--- src/rtl/run_ctrl_pkg.sv ---
// Shared types and defaults for the run controller and its cycle counter.
package run_ctrl_pkg;

  typedef enum logic [2:0] {
    IDLE    = 3'd0,
    RESET   = 3'd1,
    RUN     = 3'd2,
    DONE    = 3'd3,
    TIMEOUT = 3'd4
  } run_state_e;

  localparam int DEFAULT_RESET_CYCLES = 5;
  localparam int DEFAULT_CNT_W        = 64;

endpackage

--- src/rtl/sat_counter.sv ---
// Up-counter that sticks at all-ones. Clear wins over enable; enable low holds.
// o_inc is the value the counter would take on the next enabled edge.
module sat_counter #(
  parameter int W = 64
) (
  input  logic         clk,
  input  logic         rst_n,
  input  logic         i_clr,
  input  logic         i_en,
  output logic [W-1:0] o_cnt,
  output logic [W-1:0] o_inc
);

  logic [W-1:0] r_cnt;

  assign o_inc = (&r_cnt) ? r_cnt : r_cnt + W'(1);
  assign o_cnt = r_cnt;

  always_ff @(posedge clk or negedge rst_n) begin
    if (!rst_n)     r_cnt <= '0;
    else if (i_clr) r_cnt <= '0;
    else if (i_en)  r_cnt <= o_inc;
  end

endmodule

--- src/rtl/run_controller.sv ---
// Go/done sequencer for a compiled `main`: fixed reset phase, then go until
// done or the programmable cycle limit, counting RUN cycles.
module run_controller
  import run_ctrl_pkg::*;
#(
  parameter int RESET_CYCLES = DEFAULT_RESET_CYCLES,
  parameter int CNT_W        = DEFAULT_CNT_W
) (
  input  logic             clk,
  input  logic             reset_n,
  input  logic             start,
  input  logic             abort,
  input  logic [CNT_W-1:0] cycle_limit,
  output logic             dut_reset,
  output logic             dut_go,
  input  logic             dut_done,
  output logic             busy,
  output logic             finished,
  output logic             timed_out,
  output logic [CNT_W-1:0] cycle_count
);

  localparam int RW = (RESET_CYCLES > 1) ? $clog2(RESET_CYCLES) : 1;

  run_state_e       r_state, w_state_nxt;
  logic [RW-1:0]    r_rst_cnt, w_rst_cnt_nxt;
  logic [CNT_W-1:0] r_limit;
  logic [CNT_W-1:0] w_cnt_inc;
  logic             w_start_acc;
  logic             w_cnt_en;

  always_comb begin
    w_state_nxt   = r_state;
    w_rst_cnt_nxt = r_rst_cnt;
    w_start_acc   = 1'b0;
    w_cnt_en      = 1'b0;
    case (r_state)
      IDLE, DONE, TIMEOUT: begin
        if (start) begin
          w_state_nxt   = RESET;
          w_start_acc   = 1'b1;
          w_rst_cnt_nxt = RW'(RESET_CYCLES - 1);
        end
      end
      RESET: begin
        if (abort)                 w_state_nxt = IDLE;
        else if (r_rst_cnt == '0)  w_state_nxt = RUN;
        else                       w_rst_cnt_nxt = r_rst_cnt - RW'(1);
      end
      RUN: begin
        // Every RUN edge counts, including the one that leaves RUN.
        w_cnt_en = 1'b1;
        if (abort)         w_state_nxt = IDLE;
        else if (dut_done) w_state_nxt = DONE;
        else if (r_limit != '0 && w_cnt_inc == r_limit) w_state_nxt = TIMEOUT;
      end
      default: w_state_nxt = IDLE;
    endcase
  end

  always_ff @(posedge clk or negedge reset_n) begin
    if (!reset_n) begin
      r_state   <= IDLE;
      r_rst_cnt <= '0;
      r_limit   <= '0;
      dut_reset <= 1'b0;
      dut_go    <= 1'b0;
      busy      <= 1'b0;
      finished  <= 1'b0;
      timed_out <= 1'b0;
    end else begin
      r_state   <= w_state_nxt;
      r_rst_cnt <= w_rst_cnt_nxt;
      if (w_start_acc) r_limit <= cycle_limit;
      // Outputs are registered copies of the state being entered.
      dut_reset <= (w_state_nxt == RESET);
      dut_go    <= (w_state_nxt == RUN);
      busy      <= (w_state_nxt == RESET) || (w_state_nxt == RUN);
      finished  <= (w_state_nxt == DONE);
      timed_out <= (w_state_nxt == TIMEOUT);
    end
  end

  sat_counter #(.W(CNT_W)) u_cycle_cnt (
    .clk   (clk),
    .rst_n (reset_n),
    .i_clr (w_start_acc),
    .i_en  (w_cnt_en),
    .o_cnt (cycle_count),
    .o_inc (w_cnt_inc)
  );

endmodule

--- config.mk ---
export PLATFORM = sky130hd
export DESIGN_NAME = run_controller
export DESIGN_NICKNAME = d
export VERILOG_FILES = /design/src/rtl/run_ctrl_pkg.sv /design/src/rtl/sat_counter.sv /design/src/rtl/run_controller.sv
export SDC_FILE = /design/constraint.sdc
export NUM_CORES = 1
export LEC_CHECK = 0
export CELL_PAD_IN_SITES_DETAIL_PLACEMENT = 0
export CELL_PAD_IN_SITES_GLOBAL_PLACEMENT = 2
export CORE_ASPECT_RATIO = 0.8
export CORE_MARGIN = 1.5
export CORE_UTILIZATION = 30
export CTS_CLUSTER_DIAMETER = 50
export DETAILED_ROUTE_END_ITERATION = 10
export PLACE_DENSITY = 0.84
export SLEW_MARGIN = 25
export SYNTH_ARGS = -nofsm -noshare
export SYNTH_HDL_FRONTEND = slang
export SYNTH_SLANG_ARGS = --single-unit
--- constraint.sdc ---
create_clock -name clk -period 6.3 [get_ports clk]
set_input_delay 1.575 -clock clk [delete_from_list [all_inputs] [get_ports clk]]
set_output_delay 1.575 -clock clk [all_outputs]
set_load 0.01 [all_outputs]
==> summary.txt, run 1 <==
Outcome
  • Outcome: finished, final reports clean

Cells and area
  • Layout cells sized above 1: 0.06279
  • Fin nets: 1334
  • Finished Layout Cells: 1680
  • Area growth syn-to-layout: 26.34%
  • Ant. Diodes: 0

Placed design
  • Placed cell count: 1649
  • HPWL Detailed: 29540 um
  • Port Buffers: 137
  • GPL Wtd Cong: between 0.9 and 1

Global routing
  • Largest net degree at the start of global routing: 69
  • GRT Util Overall: 0.2525
  • GRT overflow: 0
  • Vias in the first global route: 8914
  • Initial antenna violation count: 1
  • First-pass GRT wire length: 59020 um

STA
  • Slew HR: 0.2722
  • Min Clock Period, post-route: 4.856 ns
  • Clk_skew: around 0.016 ns
  • Final setup TNS: 0 ns
  • Final Hold Violating Endpoints: 0
  • Final Setup Violations: 0
  • RSZ-0062 raised after global routing: no
  • Fmax: 205.9 MHz
  • Final Cycle Share: 0.7708
  • Worst-margin pin slew: 1.082 ns
  • Max Slew Vio Count: 0

Die
  • Initial core utilization: 0.3077
  • FP Rows: 56
  • Die area: 31460 sq um
  • Total core area: 29640 sq um
  • I/O pin count: 138
  • DIE HEIGHT: 159.0 um
  • Chip width: 197.9 um

Yosys
  • Synth top area cells: dfrtp_1 38%, nand2_1 12%, o21ai_0 5.0%, xnor2_1 5.0%, xor2_1 3.5%
  • Seq/Total Area, Yosys: 0.3814
  • Ys flop type: dfrtp_1
  • Post-synth EDFFs: 0
  • FFs w/ async S/R, synth: 1.000
  • Synthesized cell area: roughly 9000 sq um
  • Syn_nets: 1227
  • Synth Area per Inst: roughly 8 sq um
  • Leading area contributor after synthesis: dfrtp_1
  • Number of distinct library cells after synthesis: 76
  • Syn Inst Count: 1155
  • Register bit total from synthesis: about 140
  • Area share of the leading cell type in the synthesized netlist: 0.3814
  • Most frequent cell after synthesis: nand2_1
  • Warning count from the yosys run: 0
  • Commonest cells in the netlist: 298 x nand2_1, 139 x dfrtp_1, 92 x o21ai_0

Power and ir drop
  • Net Sw Frac: 0.4239
  • Leakage: ~4.6 nW
  • Power, Total: 4.327 mW
  • Max IR drop VDD: approximately 0.22 mV
  • Power Dens Cells: 375.5 nW/um^2
  • Sequential power share: 0.360
  • Sw Pwr: between 1.5 and 2 mW
  • Int Power: about 2.5 mW
  • Combinational share of power: 0.372
  • Clk network pwr share: 0.268

Worst setup path
  • CP delay by family, top: simple AND/OR/NAND/NOR gates
  • CP max stage cell: or3_1
  • CP endpoint kind: register
  • Setup CP Type: register to register
  • Slowest stage delay, CP: between 0.5 and 0.6 ns
  • Worst Path Buf+Inv: 1
  • Arrival @ worst endpoint: 5.17 ns
  • Critical Path Fanout Max: 11
  • Crit path required time: 6.62 ns
  • Crit path cell chain: ha_1 -> nand3_4 -> or3_1 -> nor3_4 -> buf_4 -> nand2_1 -> and3_1 -> a2111o_1 -> or4_4 -> nor4_4 -> o221ai_2 -> and2_1
  • CP startpoint kind: register

Routing
  • Via/cell ratio: 5.541
  • # DRC: 0
  • Routed wire length: between 30000 and 40000 um
  • DR WL/cell: between 20 and 25 um
  • Post-route ant nets: 0
  • DRT iter0 DRCs: 1098
  • Vias: just over 9k
  • Drt pass-1 iters: 6

Clock network
  • H-tree Lvls: 4
  • Worst-path clk slew: 0.07 ns
  • # Post-CTS Setup Buffers: 0
  • Root Driver: clkbuf_16
  • CTS buffer count: 17
  • Post_cts resized: 0
  • Skew-Pair Late Insertion Delay: between 0.4 and 0.5 ns
  • Hold_buf cts: 0
  • Total clock sinks: ~140
  • Clock Path Buffers: 2
  • CTS tree: built

Min path
  • Hold Path Class: register to register

Run
  • Max_cap viols: 0
routing by layer:
layer,global-route usage,part of all wire
met1,0.3816,0.48
met2,0.3470,0.41
met3,0.07096,0.098
met4,0.06558,0.020
met5,0,0
area by class of cell:
type	instances	area (sq um)
clock inverters	11	191.4
clock buffers	20	466.7
well taps	406	508.0
flip-flops and latches	139	3478
inverters	20	75.07
fillers	3059	18120
repair buffers	155	1508
multi-input cells	929	5295
registers in the layout (all words and copies together), names as in the netlist:
signal	count
r_state	3
timed_out	1
r_limit	64
dut_go	1
busy	1
finished	1
dut_reset	1
u_cycle_cnt.o_cnt	64
r_rst_cnt	3
layout by cell type, fill, tap and decap left out, drive strengths merged, types with 9 or more instances in the layout:
cell / Yosys / final
a21oi: 41 / 41
a31oi: 14 / 14
a211oi: 9 / 9
nand2b: 9 / 9
inv: 20 / 20
xnor2: 52 / 52
buf: 22 / 19
o21ai: 92 / 92
o31ai: 19 / 19
clkbuf: 45 / 20
xor2: 36 / 36
nand4: 40 / 40
clkdlybuf4s50: 0 / 136
and3: 18 / 18
nor2: 51 / 51
and2: 10 / 10
nor4: 37 / 37
nor3: 33 / 33
nand2: 299 / 299
nand3: 56 / 56
dfrtp: 139 / 139
cell families after synthesis:
kind of cell    count (synthesis)  synth area share
simple gates                  594            0.3165
compound gates                234            0.1626
flops                         139            0.3814
xor+xnor                       88           0.08451
buf+inv                        87           0.03965
mux                            10           0.01125
fa+ha+maj                       3          0.004116
metrics by stage:
step | utilization | hold slack (ns) | worst slack (ns) | area, sq um
after floorplan | - | 0.4495 | 2.479 | 9120
after global placement | 0.3666 | 0.4605 | 1.592 | 10860
after detailed placement | 0.3666 | 0.4751 | 1.492 | 10860
after CTS | 0.3888 | 0.4877 | 1.450 | 11520
after global routing | 0.3888 | 0.5112 | 1.225 | 11520
final | 0.3888 | 0.4809 | 1.444 | 11520
final timing paths:
path / start / end / slack, ns / cells after the start
worst max-delay path: u_cycle_cnt.o_cnt[0]$_DFFE_PN0P_ / finished$_DFF_PN0_ / 1.44 / 12
worst min-delay path: r_rst_cnt[1]$_DFFE_PN0P_ / r_rst_cnt[1]$_DFFE_PN0P_ / 0.48 / 1
worst max register to register: u_cycle_cnt.o_cnt[0]$_DFFE_PN0P_ / finished$_DFF_PN0_ / 1.44 / 12
worst min register to register: r_rst_cnt[1]$_DFFE_PN0P_ / r_rst_cnt[1]$_DFFE_PN0P_ / 0.48 / 1
max in group asynchronous: reset_n / u_cycle_cnt.o_cnt[27]$_DFFE_PN0P_ / 4.11 / 2
min in group asynchronous: reset_n / r_rst_cnt[0]$_DFFE_PN0P_ / 1.00 / 1
power groups by stage:
| stage | combinational (mW) | clock (mW) | sequential [mW] |
|---|---|---|---|
| after floorplan | 1.07 | 0 | 1.36 |
| after global placement | 1.59 | 0 | 1.56 |
| after detailed placement | 1.60 | 0 | 1.56 |
| after CTS | 1.60 | 1.17 | 1.55 |
| after global routing | 1.76 | 1.22 | 1.59 |
| final | 1.61 | 1.16 | 1.56 |
No activity file was read; power rests on OpenSTA's default activity.
==> inputs of run 2 (changes only) <==
- CORE_UTILIZATION: 30 -> 29
- PLACE_DENSITY: 0.84 -> 0.85
- clock period: 6.3 -> 4.1 ns (I/O delays scaled with it)
==> summary.txt, run 2 (synthesized netlist as in run 1, its figures left out) <==
Placed design
  • GPL Wtd Cong: ~1
  • HPWL Detailed: 31250 um
  • Placed Instance Area: 11740 sq um
  • Port Buffers: 137

Die
  • FP Rows: 57
  • Initial core utilization: 0.2974
  • I/O pin count: 138
  • Die area: 32530 sq um
  • Chip width: 201.3 um
  • Total core area: 30670 sq um
  • DIE HEIGHT: between 150 and 200 um

Routing
  • Routed wire length: roughly 40000 um
  • Post-route ant nets: 0
  • DR WL/cell: 22.27 um
  • Vias: 9681
  • Drt pass-1 iters: 5
  • # DRC: 0
  • Via/cell ratio: 5.375
  • DRT iter0 DRCs: between 900 and 1k

STA
  • Min Clock Period, post-route: 3.997 ns
  • Final Setup Violations: 0
  • RSZ-0062 raised after global routing: no
  • Fmax: 250.2 MHz
  • Clk_skew: 0.01031 ns
  • Slew HR: 0.4127
  • Final setup TNS: 0 ns
  • Final Hold Violating Endpoints: 0
  • Final Cycle Share: 0.9749
  • Max Slew Vio Count: 0
  • Worst-margin pin slew: 0.8809 ns

Worst setup path
  • CP endpoint kind: register
  • CP startpoint kind: register
  • Critical Path Fanout Max: 9
  • Setup CP Type: register to register
  • CP Depth: 12
  • Arrival @ worst endpoint: 4.33 ns
  • Worst Path Buf+Inv: 2
  • Crit path required time: 4.43 ns
  • Crit path cell chain: nand4_1 -> nor3_2 -> nand4b_1 -> or4_1 -> xnor2_1 -> nor3_1 -> buf_4 -> nand4_1 -> o41ai_1 -> buf_4 -> o221ai_2 -> a21o_1
  • Slowest stage delay, CP: 0.65 ns
  • Register-to-Register Path Depth: 12
  • CP delay by family, top: simple AND/OR/NAND/NOR gates
  • CP max stage cell: nor3_2

Global routing
  • GRT overflow: 0
  • GRT Util Overall: 0.2486
  • Largest net degree at the start of global routing: 92
  • First-pass GRT wire length: between 60000 and 70000 um
  • Vias in the first global route: 9316
  • Initial antenna violation count: 0

Outcome
  • Outcome: finished, final reports clean

Cells and area
  • Commonest non-fill, non-tap cells in the layout: 297 x nand2_1, 136 x clkdlybuf4s50_1, 135 x dfrtp_1
  • Area growth syn-to-layout: 35.68%
  • Commonest non-fill, non-tap cell in the layout: nand2_1
  • Layout cells sized above 1: 0.1463
  • Design Area, Final: ~12000 sq um
  • Fin nets: 1447
  • Ant. Diodes: 0

Clock network
  • Worst-path clk slew: about 0.060 ns
  • Total clock sinks: ~140
  • Root Driver: clkbuf_16
  • Clock Path Buffers: 2
  • CTS buffer count: 17
  • CTS tree: built
  • H-tree Lvls: 4
  • Skew-Pair Late Insertion Delay: ~0.44 ns

Min path
  • Hold Path Class: register to register
  • Hold Crit Depth: 1

Power and ir drop
  • Leakage: 5.209 nW
  • Power Dens Cells: 527.6 nW/um^2
  • Max IR drop VDD: 0.3264 mV

Run
  • Max_cap viols: 0
[run 2: cell count changes in the layout (fill, tap and decap cells not counted), sizes merged]
cell / delta
clkinv: +2
clkinvlp: +1
bufinv: -3
clkbuf: -2
inv: +3
buf: +113
[run 2: layout make-up]
cell class,instances,area (sq um)
flip-flops and latches,139,3483
well taps,413,516.7
inverters,20,75.07
clock buffers,18,439.2
clock inverters,14,145.1
repair buffers,268,2381
fillers,3194,18290
multi-input cells,929,5334
[run 2: report_power, final]
group,internal (mW),switching (mW)
sequential,1.75,0.589
clock,0.912,0.668
combinational,1.03,1.58
total,3.70,2.83
[run 2: path summary, 6_finish.rpt]
| check | slack (ns) | start | end |
|---|---|---|---|
| setup / recovery | 0.10 | u_cycle_cnt.o_cnt[10]$_DFFE_PN0P_ | r_rst_cnt[1]$_DFFE_PN0P_ |
| hold / removal | 0.51 | r_rst_cnt[1]$_DFFE_PN0P_ | r_rst_cnt[1]$_DFFE_PN0P_ |
| hold reg to reg | 0.51 | r_rst_cnt[1]$_DFFE_PN0P_ | r_rst_cnt[1]$_DFFE_PN0P_ |
| min in group asynchronous | 0.67 | reset_n | r_limit[23]$_DFFE_PN0P_ |
| max in group asynchronous | 2.58 | reset_n | u_cycle_cnt.o_cnt[40]$_DFFE_PN0P_ |
| setup reg to reg | 0.10 | u_cycle_cnt.o_cnt[10]$_DFFE_PN0P_ | r_rst_cnt[1]$_DFFE_PN0P_ |
[run 2: metrics by stage]
stage          hold slack [ns]  setup slack, ns  total power, mW  cells  utilization
3_5_place_dp            0.4657          0.02441            4.934   1769       0.3828
5_1_grt                 0.5548         0.001622            6.904   1801       0.4035
6_report                0.5111           0.1027            6.529   1801       0.4035
3_3_place_gp            0.4586           0.1075            4.927   1769       0.3828
2_1_floorplan           0.4495           0.2787            3.735   1155            -
4_1_cts                 0.5204          0.07094            6.538   1801       0.4020
[run 2: repair_timing]
item,4_1_cts,5_1_grt
pin swaps,0,1
gates resized for setup,1,11
buffers inserted,0,0
endpoints found under the setup margin,1,9
cloned,0,0
hold buffers,0,0
[run 2: per-layer routing]
layer,GRT usage,vias up,wire (um)
met2,0.3578,406,16740
met1,0.3746,4691,19530
met5,0,-,0
li1,-,4545,-
met4,0.06581,0,749
met3,0.04944,39,3102
